$ cat src/rtl/int_to_fp8.sv
`default_nettype none
// ============================================================================
// Module   : int_to_fp8
// Brief    : Sequential 8-bit signed integer to 8-bit float (S/E3/F4, no bias)
//            converter. Define INT_TO_FP8_ROUND_NEAREST_EN for round-half-even
//            packing; the default build truncates toward zero.
// Revision : 1.0 - initial release
// ============================================================================
module int_to_fp8 (
    input  logic       clk,
    input  logic       rst_n,
    input  logic       start,
    input  logic [7:0] op,
    output logic       ready,
    output logic       done,
    output logic [7:0] res,
    output logic       zero,
    output logic       inexact
);

    typedef enum logic [1:0] {
        ST_IDLE = 2'd0,
        ST_NORM = 2'd1,
        ST_PACK = 2'd2
    } state_t;

    state_t      r_state;
    logic        r_sign;
    logic [7:0]  r_mag;
    logic [2:0]  r_exp;
    logic [7:0]  r_res;
    logic        r_done;
    logic        r_zero;
    logic        r_inexact;

    logic [7:0]  w_abs;
    logic [3:0]  w_frac;
    logic [2:0]  w_exp_pk;

    // Two's-complement negate of -128 wraps to 8'h80, which is exactly |op|.
    assign w_abs = op[7] ? (~op + 8'd1) : op;

`ifdef INT_TO_FP8_ROUND_NEAREST_EN
    logic        w_round_up;
    logic [4:0]  w_frac_sum;

    always_comb begin
        w_round_up = r_mag[2] & ((|r_mag[1:0]) | r_mag[3]);
        w_frac_sum = {1'b0, r_mag[6:3]} + {4'b0000, w_round_up};
        w_frac     = w_frac_sum[3:0];
        // A carry out of F only happens for exp<=6, so this cannot wrap.
        w_exp_pk   = r_exp + {2'b00, w_frac_sum[4]};
    end
`else
    always_comb begin
        w_frac   = r_mag[6:3];
        w_exp_pk = r_exp;
    end
`endif

    always_ff @(posedge clk or negedge rst_n) begin
        if (!rst_n) begin
            r_state   <= ST_IDLE;
            r_sign    <= 1'b0;
            r_mag     <= 8'h00;
            r_exp     <= 3'd0;
            r_res     <= 8'h00;
            r_done    <= 1'b0;
            r_zero    <= 1'b0;
            r_inexact <= 1'b0;
        end else begin
            r_done <= 1'b0;
            case (r_state)
                ST_IDLE: begin
                    if (start) begin
                        r_sign  <= op[7];
                        r_mag   <= w_abs;
                        r_exp   <= 3'd7;
                        r_state <= (op == 8'h00) ? ST_PACK : ST_NORM;
                    end
                end
                ST_NORM: begin
                    if (r_mag[7]) begin
                        r_state <= ST_PACK;
                    end else begin
                        r_mag <= {r_mag[6:0], 1'b0};
                        r_exp <= r_exp - 3'd1;
                    end
                end
                ST_PACK: begin
                    r_done  <= 1'b1;
                    r_state <= ST_IDLE;
                    // A nonzero input is always normalised here, so mag==0 means op==0.
                    if (r_mag == 8'h00) begin
                        r_res     <= 8'h00;
                        r_zero    <= 1'b1;
                        r_inexact <= 1'b0;
                    end else begin
                        r_res     <= {r_sign, w_exp_pk, w_frac};
                        r_zero    <= 1'b0;
                        r_inexact <= |r_mag[2:0];
                    end
                end
                default: r_state <= ST_IDLE;
            endcase
        end
    end

    assign ready   = (r_state == ST_IDLE);
    assign done    = r_done;
    assign res     = r_res;
    assign zero    = r_zero;
    assign inexact = r_inexact;

endmodule
`default_nettype wire

$ cat config.mk
export PLATFORM = sky130hd
export DESIGN_NAME = int_to_fp8
export DESIGN_NICKNAME = d
export VERILOG_FILES = /design/src/rtl/int_to_fp8.sv
export SDC_FILE = /design/constraint.sdc
export NUM_CORES = 1
export LEC_CHECK = 0
export CAP_MARGIN = 20
export CORE_MARGIN = 2
export CORE_UTILIZATION = 50
export CTS_BUF_LIST = sky130_fd_sc_hd__clkbuf_16
export CTS_CLUSTER_SIZE = 24
export DETAILED_ROUTE_END_ITERATION = 8
export HOLD_SLACK_MARGIN = 0.05
export PLACE_DENSITY = 0.76
export SLEW_MARGIN = 25
export SYNTH_ARGS = -nofsm -noshare
export SYNTH_HDL_FRONTEND = slang
export SYNTH_SLANG_ARGS = --single-unit
$ cat constraint.sdc
create_clock -name clk -period 4.8 [get_ports clk]
set_input_delay 0.72 -clock clk [delete_from_list [all_inputs] [get_ports clk]]
set_output_delay 0.72 -clock clk [all_outputs]
set_load 0.1 [all_outputs]
==> run_results.csv <==
group,metric,value,unit
die,die_area,0.00292,mm2
clocking,cts_tree,"done",
synthesis,synthDistinctLibCells,36,
timing,finalClockSkew,0.00367,ns
detailed_routing,dr.first_iter.drc_count,18,
placement,placed_area,0.00149,mm2
setup_path,critPathMaxStageDelay,1.14,ns
setup_path,critPathKind,"register to output pin",
placement,dp_cells,181,
timing,hold_violations,0,
timing,setup-tns-final,0,ns
synthesis,synthFlopType,"dfrtp_1",
timing,max_freq,0.361,GHz
synthesis,syn_area,0.00125,mm2
detailed_routing,vias,1067,
timing,tightest_slew,0.981,ns
die,dieHeight,54.1,um
final_layout,diodes,0,
setup_path,cp.arrival,2.05,ns
clocking,clk_pin_slew,0.06,ns
clocking,clock-sinks,25,
synthesis,ys_ff_latch,25,
synthesis,synth_common_cells,"25 x dfrtp_1, 25 x nand2_1, 7 x inv_1, 7 x nor2_1, 7 x o21ai_1",
setup_path,reg2reg_depth,4,
grt,grt_pass1_vias,1007,
grt,grt_usage,0.209,
synthesis,synth_edf_count,0,
placement,port_buffers,22,
status,outcome,"finished, final reports clean",
synthesis,syn-num-nets,147,
detailed_routing,detail_route.vias_per_cell,5.77,
timing,fin_crit,2.77,ns
synthesis,ys_async_sr_fraction,1.00,
detailed_routing,avgRoutedWirePerCell,13.4,um
hold_path,min_path_type,"input port to async pin",
synthesis,yosysWarnings,0,
detailed_routing,ant_nets,0,
synthesis,synth.yosys.seq_area_share,0.499,
setup_path,cp.required,4.08,ns
final_layout,drive_gt1_frac,0.0710,
clocking,postCtsSetupBuffers,0,
die,start_util,0.515,
setup_path,worst_path_max_delay_cell,"clkdlybuf4s50_1",
grt,overflow,0,
timing,fin_crit_sh,0.577,
timing,maxSlewViolCount,0,
synthesis,yosysTopAreaCellShare,0.499,
detailed_routing,drtPass1Iterations,4,
final_layout,final_cell_count_no_fill,185,
synthesis,synth.avg_cell_area,9.36,um2
clocking,cts_made_buffers,3,
clocking,post_cts_resized,0,
synthesis,synth_cells,134,
detailed_routing,finalWirelength,2480,um
final_layout,synthToLayoutAreaGrowth,25.1,%
setup_path,start_kind,"register",
clocking,root_buffer,"clkbuf_16",
timing,slew_headroom,0.344,
timing,rsz0062_at_grt,"false",
setup_path,worstPathCellList,"nor2_1 -> clkdlybuf4s50_1",
timing,setup_viol,0,
clocking,cts_buffer_depth,2,
setup_path,cp_max_fo,13,
die,rows,18,
clocking,htree_levels,1,
synthesis,yosys.area.top_type,"dfrtp_1",
final_layout,nets,169,
detailed_routing,drc_errors,0,
final_layout,final_area,0.00157,mm2
die,coreArea,0.00243,mm2
run,max_cap_viol_count,0,
grt,grt_max_degree,26,
grt,grt_pass1_wl,4380,um
synthesis,synth_area_leaders,"dfrtp_1 50%, nand2_1 7.5%, o21ai_1 2.8%, xor2_1 2.8%, a21oi_1 2.4%",
die,die_w,54.1,um
die,io_pins,23,
placement,post-dp-hpwl,1890,um
clocking,ctsHoldBuffers,0,
setup_path,cp-end-kind,"output pin",
clocking,clk_latency,0.26,ns
placement,place_congestion,0.770,
grt,antenna_found_initial,0,
routing by layer:
metal  up-vias  global-route usage  part of all wire
met5         -                   0                 0
met4         0              0.0792             0.019
met3         5              0.0333             0.047
met2        35               0.368              0.52
met1       503               0.256              0.41
li1        524                   -                 -
worst max-delay path: cells and delay by family (launching register included):
family	cells	cell delay, ns
simple gates	1	0.15
flops	1	0.50
buf+inv	1	1.14
cell type report:
type | instances | area (um2)
clock buffers | 3 | 75.1
clock inverters | 1 | 7.51
fillers | 216 | 863
inverters | 9 | 33.8
multi-input cells | 95 | 574
flip-flops and latches | 25 | 626
well taps | 30 | 37.5
repair buffers | 22 | 215
final timing paths:
kind                                             start              endpoint  slack [ns]
worst max-delay path            r_state[1]$_DFFE_PN0P_                 ready        2.03
worst min-delay path                             rst_n    res[0]$_DFFE_PN0P_        0.44
worst max register to register  r_state[0]$_DFFE_PN0P_  r_mag[7]$_DFFE_PN0P_        3.03
worst min register to register      res[3]$_DFFE_PN0P_    res[3]$_DFFE_PN0P_        0.47
max in group asynchronous                        rst_n  r_mag[2]$_DFFE_PN0P_        4.00
min in group clk                    res[3]$_DFFE_PN0P_    res[3]$_DFFE_PN0P_        0.47
cell usage in the layout, fill, tap and decap left out, types with 4 or more instances in the layout:
master,Yosys,routed
a21oi_1,6,6
clkdlybuf4s50_1,0,21
dfrtp_1,25,25
inv_1,7,7
nand2_1,25,25
nor2_1,7,7
nor3b_1,4,4
o21ai_0,6,6
o21ai_1,7,7
o31ai_1,4,4
xor2_1,4,4
per-stage QoR:
stage / worst slack [ns] / hold slack (ns) / utilization
floorplan: 2.22 / 0.424 / -
global placement: 2.33 / 0.458 / 0.613
detailed placement: 2.31 / 0.463 / 0.611
CTS: 2.03 / 0.459 / 0.645
global route: 1.94 / 0.479 / 0.645
finish: 2.03 / 0.438 / 0.645
cells by family (layout without fill, tap and decap cells):
logic type | count (synthesis) | count (layout) | share of synthesized area
AOI/OAI and AO/OA | 37 | 37 | 0.198
xor gates and xnor gates | 5 | 5 | 0.0349
adders and majority gates | 2 | 2 | 0.0200
buffers and inverters | 14 | 35 | 0.0429
DFF | 25 | 25 | 0.499
muxes | 2 | 2 | 0.0170
and+or+nand+nor | 49 | 49 | 0.189
state kept, by name, indices dropped and copies added (netlist names):
| name | cells |
|---|---|
| r_mag | 8 |
| res | 8 |
| r_exp | 3 |
| r_state | 2 |
| done | 1 |
| inexact | 1 |
| r_sign | 1 |
| zero | 1 |
Power is not shown: default switching activity piles up to over one toggle a cycle in this logic, so the estimate is an artifact.
